$ cat src/rtl/clk_div_ctrl.sv
// Round-robin arbitrated controller for a programmable clock divider; new ratios take effect only at period boundaries.
// Optional build macro CLKDIV_STATS_EN adds the ChgCnt applied-change counter output.
module clk_div_ctrl #(
   parameter int CNT_W = 8
) (
   input  logic             Clk,
   input  logic             Rst,
   input  logic             En,
   input  logic [1:0]       Req,
   input  logic [CNT_W-1:0] Div0,
   input  logic [CNT_W-1:0] Div1,
   output logic [1:0]       Ack,
   output logic [1:0]       Err,
   output logic             Busy,
   output logic [CNT_W-1:0] Count,
   output logic             Tick,
   output logic             ClkOut
`ifdef CLKDIV_STATS_EN
   ,
   output logic [7:0]       ChgCnt
`endif
);

   typedef enum logic {IDLE, RUN} state_t;

   localparam logic [CNT_W-1:0] ONE = CNT_W'(1);
   localparam logic [CNT_W-1:0] TWO = CNT_W'(2);

   state_t           state_reg;
   logic [CNT_W-1:0] active_reg;
   logic [CNT_W-1:0] pending_reg;
   logic             last_reg;

   logic [1:0]       elig;
   logic             gnt_valid;
   logic             gnt_idx;
   logic [CNT_W-1:0] gnt_div;
   logic             gnt_ok;
   logic [1:0]       ack_next;
   logic [1:0]       err_next;
   logic             last_cnt;
   logic             apply;
   logic [CNT_W-1:0] active_next;
   logic             run_next;
   logic [CNT_W-1:0] count_next;

   always_comb begin
      // A requester whose Ack/Err is showing this cycle is still holding Req; skip it.
      elig      = Req & ~Ack & ~Err;
      gnt_valid = ~Busy & (|elig);
      gnt_idx   = (elig == 2'b11) ? ~last_reg : elig[1];
      gnt_div   = gnt_idx ? Div1 : Div0;
      gnt_ok    = (gnt_div >= TWO);
      ack_next  = 2'b00;
      err_next  = 2'b00;
      if (gnt_valid) begin
         if (gnt_ok) ack_next = gnt_idx ? 2'b10 : 2'b01;
         else        err_next = gnt_idx ? 2'b10 : 2'b01;
      end

      last_cnt    = (state_reg == RUN) && (Count == active_reg - ONE);
      apply       = Busy && ((state_reg == IDLE) || last_cnt);
      active_next = apply ? pending_reg : active_reg;
      run_next    = En && (active_next >= TWO);

      count_next = '0;
      if (run_next && (state_reg == RUN) && !last_cnt)
         count_next = Count + ONE;
   end

   always_ff @(posedge Clk or posedge Rst) begin
      if (Rst) begin
         state_reg   <= IDLE;
         active_reg  <= '0;
         pending_reg <= '0;
         last_reg    <= 1'b1;
         Ack         <= 2'b00;
         Err         <= 2'b00;
         Busy        <= 1'b0;
         Count       <= '0;
         Tick        <= 1'b0;
         ClkOut      <= 1'b0;
      end else begin
         Ack <= ack_next;
         Err <= err_next;
         if (gnt_valid) begin
            last_reg <= gnt_idx;
            if (gnt_ok) begin
               pending_reg <= gnt_div;
               Busy        <= 1'b1;
            end
         end
         // Grants only happen with Busy low and applies only with Busy high, so these never collide.
         if (apply) begin
            active_reg <= pending_reg;
            Busy       <= 1'b0;
         end
         state_reg <= run_next ? RUN : IDLE;
         Count     <= count_next;
         Tick      <= run_next && (count_next == active_next - ONE);
         ClkOut    <= run_next && (count_next < (active_next >> 1));
      end
   end

`ifdef CLKDIV_STATS_EN
   always_ff @(posedge Clk or posedge Rst) begin
      if (Rst)
         ChgCnt <= 8'd0;
      else if (apply && (ChgCnt != 8'hFF))
         ChgCnt <= ChgCnt + 8'd1;
   end
`endif

endmodule

$ cat config.mk
export PLATFORM = sky130hd
export DESIGN_NAME = clk_div_ctrl
export DESIGN_NICKNAME = d
export VERILOG_FILES = /design/src/rtl/clk_div_ctrl.sv
export SDC_FILE = /design/constraint.sdc
export NUM_CORES = 1
export LEC_CHECK = 0
export CELL_PAD_IN_SITES_DETAIL_PLACEMENT = 0
export CELL_PAD_IN_SITES_GLOBAL_PLACEMENT = 1
export CORE_UTILIZATION = 41
export DETAILED_ROUTE_END_ITERATION = 7
export PLACE_DENSITY = 0.79
export SYNTH_ARGS = -nofsm -noshare
export SYNTH_HDL_FRONTEND = slang
export SYNTH_SLANG_ARGS = --single-unit
$ cat constraint.sdc
create_clock -name Clk -period 5 [get_ports Clk]
set_input_delay 0.5 -clock Clk [delete_from_list [all_inputs] [get_ports Clk]]
set_output_delay 0.5 -clock Clk [all_outputs]
set_load 0.01 [all_outputs]
==> results.json, run 1 <==
{
  "yosysTopAreaCell": "dfrtp_1",
  "wl_met1_um": 2960,
  "period_share": 0.931,
  "synthArstFlopShare": 1.00,
  "required_ns": 5.23,
  "syn_area_um2": 2320,
  "ys_ff_latch": 33,
  "synth_cell_types": 55,
  "grt_pass1_wl_um": 10100,
  "p_per_area_nw_per_um2": 566,
  "layout.nets": 325,
  "wl_met3_um": 258,
  "fillCellCount": 509,
  "combPwrFrac": 0.565,
  "hold_violations": 0,
  "max_freq_mhz": 215,
  "syn_nets": 287,
  "cap_violations": 0,
  "p_int_mw": 0.895,
  "path_cells": "or3_4, or4_1, o2111a_2, a21oi_2, nor2_1, mux2i_1, ha_1, or4_1, nor3_1, nor2_1, nand3_1, nor2_1, ha_1, a21oi_1, o211a_1, nor2b_1, a32o_1",
  "slew_headroom": 0.584,
  "slowest_stage": "or4_1",
  "rsz0062_at_grt": "no",
  "switching_power_mw": 0.721,
  "io_buffers": 35,
  "antenna_cells": 0,
  "grt_start_max_net_pins": 34,
  "synthAdderAreaFrac": 0.0484,
  "setup_ws_ns": 0.343,
  "status": "complete, but fails checks",
  "setup_viol": 0,
  "synthDominantCellAreaShare": 0.344,
  "yosys-mux-area-fraction": 0.0662,
  "area_growth_pct": 22.9,
  "root_buffer": "clkbuf_8",
  "cp-start-kind": "flip-flop",
  "synth_top_family_by_area": "simple AND/OR/NAND/NOR gates",
  "synth.area.top_cells": "dfrtp_1 (34%), mux2i_1 (6.0%), ha_1 (4.8%)",
  "tritoncts": "done",
  "route.detailed.wl_per_inst_um": 15.9,
  "yosysMostFrequentCell": "dfrtp_1",
  "stdcell_area_um2": 2860,
  "post-cts-setup-buffer-count": 0,
  "met2_length_um": 2530,
  "place_area_um2": 2750,
  "crit_top_cell": "nor2_1",
  "finalWeightedCongestion": 0.920,
  "ys_warn_count": 0,
  "multi_input_area_um2": 1380,
  "clock_latency_ns": 0.29,
  "end_kind": "flip-flop",
  "htree_levels": 2,
  "globalRouteOverflowTotal": 0,
  "synth_compound_gate_area_share": 0.165,
  "core_um2": 5470,
  "p_clk_frac": 0.137,
  "die_y_um": 77.3,
  "postCtsResizedCells": 0,
  "antenna_found_initial": 0,
  "vias": 1977,
  "cts_hold_buf": 0,
  "grt_pass1_vias": 1980,
  "routed_wirelength_um": 5870,
  "tightest_slew_ns": 0.616,
  "synth_cells": 257,
  "final_max_slew_viol_count": 0,
  "drtIter0Drc": 106,
  "synth_xor_area_frac": 0.0953,
  "synth_edf_count": 0,
  "swShare": 0.446,
  "finalClockSkew_ns": 0.00521,
  "layout-drive-gt1-share": 0.0845,
  "clk_path_buf_depth": 2,
  "initial_core_util": 0.425,
  "postSynthAreaPerCell_um2": 9.05,
  "die-width_um": 77.3,
  "place_ws_ns": 0.422,
  "clock-sinks": 33,
  "drcViolationCount": 2,
  "register_area_um2": 827,
  "irDropWorstVdd_mv": 0.244,
  "arrival_ns": 4.89,
  "pwr-share-seq": 0.298,
  "grt_use_total": 0.225,
  "min_path_type": "reg2reg",
  "dr.pass1.iters": 6,
  "fin_hold_ws_ns": 0.524,
  "cts_buffers": 5,
  "hpwl_um": 4680,
  "crit_fanout": 8,
  "yosysSeqAreaShare": 0.356,
  "dieArea_um2": 5980,
  "synth_flop_cell": "dfrtp_1",
  "timing.setup.tns_ns": 0,
  "synth-simple-area-share": 0.217,
  "worstSetupPathType": "reg2reg",
  "fin_crit_ns": 4.66,
  "highest_layer": "met4",
  "viasPerCell": 5.37,
  "p_leak_nw": 1.27,
  "synth_top_cells_by_count": "dfrtp_1 (32), inv_1 (20), nand2_1 (20)",
  "failed_checks": "DRC",
  "total_power_mw": 1.62,
  "ant_nets": 0,
  "critPathMaxStageDelay_ns": 0.49,
  "ios": 36,
  "num_rows": 27,
  "clk_pin_slew_worst_paths_ns": 0.07
}
==> power by group through the flow <==
stage	Sequential (mW)	Combinational [mW]	Clock [mW]
finish	0.481	0.913	0.221
global route	0.497	1.03	0.246
CTS	0.478	0.905	0.226
detailed placement	0.484	0.900	0
global placement	0.484	0.901	0
floorplan	0.440	0.696	0
==> area by class of cell <==
class                           instances  area share
Inverter                               20      0.0263
Clock inverter                          1     0.00175
Sequential cell                        33       0.289
Multi-Input combinational cell        196       0.484
Timing Repair Buffer                   39       0.133
Tap cell                               72      0.0315
Clock buffer                            7      0.0337
==> metrics by stage <==
step,instances,utilization
floorplan,257,-
global placement,360,0.503
detailed placement,360,0.503
CTS,368,0.521
global route,368,0.522
finish,368,0.522
==> kinds of logic after synthesis <==
kind of cell / Yosys count
buf+inv: 28
fa+ha+maj: 9
xor+xnor: 22
compound gates: 56
flops: 33
mux: 15
simple gates: 94
==> routing by layer <==
layer | vias to the layer above | GRT usage
met5 | - | 0
met3 | 10 | 0.0631
li1 | 998 | -
met2 | 51 | 0.318
met4 | 0 | 0.0906
met1 | 918 | 0.320
==> critical path, delay by kind of cell, from the launching register on <==
kind	cells	cell delay (ns)
fa+ha+maj	2	0.57
compound gates	5	0.94
simple gates	9	2.39
mux	1	0.23
flops	1	0.48
==> path summary, 6_finish.rpt <==
| kind | start | to | slack, ns | cells past startpoint |
|---|---|---|---|---|
| setup / recovery | active_reg[3] | ClkOut | 0.34 | 17 |
| hold / removal | Busy | Err[1] | 0.52 | 1 |
| setup reg to reg | active_reg[3] | ClkOut | 0.34 | 17 |
| hold reg to reg | Busy | Err[1] | 0.52 | 1 |
| max in group asynchronous | Rst | last_reg | 4.07 | 3 |
| min in group asynchronous | Rst | Err[1] | 0.60 | 3 |
==> cells in the final DEF (no fill, tap or decap), types with 2 or more instances in the layout <==
cell / n
nor2b_1: 2
mux2i_1: 14
a21boi_0: 2
o21ai_0: 14
clkdlybuf4s50_1: 35
ha_1: 9
nor4_1: 4
nor3b_1: 5
or2_2: 3
xnor2_1: 12
or4_1: 3
and3_1: 7
inv_1: 20
clkbuf_8: 7
a21o_1: 6
xor2_1: 8
a21oi_1: 11
o211a_1: 2
buf_4: 4
nand2_1: 20
and2_1: 3
nand3_1: 11
nor2_1: 15
dfrtp_1: 32
nor3_1: 10
o21ai_1: 2
or3_1: 2
o211ai_1: 3
(Power assumes the default switching activity.)
==> run 2, diff against run 1 <==
--- a/config.mk
+++ b/config.mk
@@ -5,9 +5,10 @@
 export SDC_FILE = /design/constraint.sdc
 export NUM_CORES = 1
 export LEC_CHECK = 0
+export ABC_AREA = 1
 export CELL_PAD_IN_SITES_DETAIL_PLACEMENT = 0
 export CELL_PAD_IN_SITES_GLOBAL_PLACEMENT = 1
-export CORE_UTILIZATION = 41
+export CORE_UTILIZATION = 39
 export DETAILED_ROUTE_END_ITERATION = 7
 export PLACE_DENSITY = 0.79
 export SYNTH_ARGS = -nofsm -noshare
==> run 2 against run 1 <==
Net effect:
- largest cell class unchanged
- cell area up 0.39%
- worst setup slack better by 1.1 ns
- count of clock-buffer cells in the layout unchanged
- global-route usage down 2.3 points
- synthesized cell count up 23%
- the run now ends clean
- via count up 2.3%
- critical path type unchanged
- sequential power down 9.6%
==> results.json, run 2 <==
{
  "ant_nets": 0,
  "irDropWorstVdd_mv": 0.208,
  "critPathMaxStageDelay_ns": 0.39,
  "antenna_cells": 0,
  "max_freq_mhz": 277,
  "synthArstFlopShare": 1.00,
  "rsz0062_at_grt": "no",
  "slowest_stage": "dfrtp_1",
  "hold_violations": 0,
  "post-cts-setup-buffer-count": 0,
  "routed_wirelength_um": 5540,
  "layout-drive-gt1-share": 0.125,
  "core_um2": 5610,
  "cp-start-kind": "flip-flop",
  "slew_headroom": 0.725,
  "layout.nets": 388,
  "register_area_um2": 827,
  "grt_use_total": 0.202,
  "synth_cells": 317,
  "setup_viol": 0,
  "die-width_um": 79.0,
  "syn_nets": 347,
  "multi_input_area_um2": 1260,
  "switching_power_mw": 0.630,
  "final_cell_mix": "nand2_1 (88), inv_1 (50), clkdlybuf4s50_1 (35), dfrtp_1 (32), nor2_1 (28)",
  "antenna_found_initial": 0,
  "grt_pass1_vias": 2077,
  "ys_warn_count": 0,
  "cts_hold_buf": 0,
  "num_rows": 27,
  "clk_pin_slew_worst_paths_ns": 0.07,
  "synth_cell_types": 35,
  "yosysSeqAreaShare": 0.357,
  "status": "complete, no violations",
  "finalWeightedCongestion": 0.861,
  "ys_ff_latch": 33,
  "swShare": 0.447,
  "root_buffer": "clkbuf_8",
  "required_ns": 5.18,
  "vias": 2022,
  "total_power_mw": 1.41,
  "dieArea_um2": 6240,
  "cp.depth": 28,
  "rr_worst_depth": 28,
  "p_per_area_nw_per_um2": 492,
  "timing.setup.tns_ns": 0,
  "drcViolationCount": 0,
  "fin_crit_ns": 3.61,
  "r2r_setup_slack_ns": 1.39,
  "fillCellCount": 600,
  "die_y_um": 79.0,
  "ios": 36,
  "min_path_type": "reg2reg",
  "synthDominantCellAreaShare": 0.346,
  "synth.area.top_cells": "dfrtp_1 (35%), nand2_1 (14%), inv_1 (8.1%)",
  "syn_area_um2": 2310,
  "dr.pass1.iters": 4,
  "initial_core_util": 0.413,
  "area_growth_pct": 24.0,
  "tightest_slew_ns": 0.413,
  "cts_buffers": 5,
  "crit_top_cell": "nand2_1",
  "finalClockSkew_ns": 0.00461,
  "worstSetupPathType": "reg2reg",
  "globalRouteOverflowTotal": 0,
  "grt_pass1_wl_um": 9560,
  "pwr-share-seq": 0.308,
  "viasPerCell": 4.69,
  "p_int_mw": 0.781,
  "p_leak_nw": 1.49,
  "synth_top_cells_by_count": "nand2_1 (88), inv_1 (50), dfrtp_1 (32)",
  "tritoncts": "done",
  "grt_start_max_net_pins": 34,
  "postSynthAreaPerCell_um2": 7.30,
  "hpwl_um": 4610,
  "clk_path_buf_depth": 2,
  "postCtsResizedCells": 0,
  "yosysTopAreaCell": "dfrtp_1",
  "critPathBufInv": 4,
  "drtIter0Drc": 59,
  "synth_edf_count": 0,
  "cap_violations": 0,
  "clock-sinks": 33,
  "path_delay_family": "simple AND/OR/NAND/NOR gates",
  "end_kind": "flip-flop",
  "p_clk_frac": 0.185,
  "clock_latency_ns": 0.28,
  "io_buffers": 35,
  "crit_fanout": 9,
  "final_common_cell": "nand2_1",
  "synth_flop_cell": "dfrtp_1",
  "arrival_ns": 3.78,
  "final_max_slew_viol_count": 0,
  "combPwrFrac": 0.506,
  "htree_levels": 2,
  "yosysMostFrequentCell": "nand2_1",
  "route.detailed.wl_per_inst_um": 12.8,
  "period_share": 0.721,
  "whs_path_depth": 2
}
run 2: changes by cell type in the layout (fill, tap and decap cells not counted), moves of 6 or more:
cell	before	now
nor2_1	15	28
inv_1	20	50
nand2_2	1	8
a21oi_1	11	4
nand3_1	11	17
nor3_1	10	4
xnor2_1	12	1
nor2_2	0	7
and3_1	7	0
a21o_1	6	0
mux2i_1	14	6
nand2_1	20	88
nand3b_1	1	7
run 2: final cells by class:
class / count / area share
multi-input cells: 225 / 0.438
flip-flops and latches: 33 / 0.288
repair buffers: 37 / 0.127
inverters: 56 / 0.0741
well taps: 72 / 0.0314
clock buffers: 7 / 0.0301
clock inverters: 1 / 0.0105
run 2: layer usage:
layer,share of wire,vias up,track usage
met3,0.026,10,0.0379
met4,0.018,0,0.0727
met2,0.48,35,0.345
met1,0.47,912,0.252
li1,-,1065,-
met5,0,-,0
run 2: kinds of logic after synthesis:
logic type,after synthesis,share of synthesized area
adders and majority gates,9,0.0487
xor gates and xnor gates,11,0.0416
AOI/OAI and AO/OA,24,0.0617
buffers and inverters,59,0.0990
muxes,6,0.0260
and+or+nand+nor,175,0.366
DFF,33,0.357
run 2: power by group through the flow:
stage | registers (mW) | logic, mW | clock network [mW]
2_1_floorplan | 0.408 | 0.558 | 0
3_3_place_gp | 0.438 | 0.711 | 0
3_5_place_dp | 0.439 | 0.716 | 0
4_1_cts | 0.435 | 0.720 | 0.265
5_1_grt | 0.443 | 0.816 | 0.278
6_report | 0.435 | 0.714 | 0.261
run 2: final timing paths:
| kind | to | from |
|---|---|---|
| setup / recovery | ClkOut | active_reg[0] |
| hold / removal | last_reg | last_reg |
| setup reg to reg | ClkOut | active_reg[0] |
| hold reg to reg | last_reg | last_reg |
| max in group asynchronous | last_reg | Rst |
| min in group asynchronous | Count[0] | Rst |
run 2: through the flow:
| step | cell area (µm²) | utilization | worst slack (ns) | hold slack, ns | std cells |
|---|---|---|---|---|---|
| global route | 2870 | 0.512 | 0.943 | 0.496 | 431 |
| floorplan | 2310 | - | 1.75 | 0.444 | 317 |
| CTS | 2870 | 0.512 | 1.38 | 0.472 | 431 |
| finish | 2870 | 0.512 | 1.39 | 0.471 | 431 |
| detailed placement | 2750 | 0.491 | 1.39 | 0.465 | 423 |
| global placement | 2750 | 0.491 | 1.46 | 0.455 | 423 |
run 2: tightest hold or removal path: stages, from the launching register on:
cell and delay [ns]:
dfstp_2 0.37, nand2_1 0.05, nand2_1 0.04
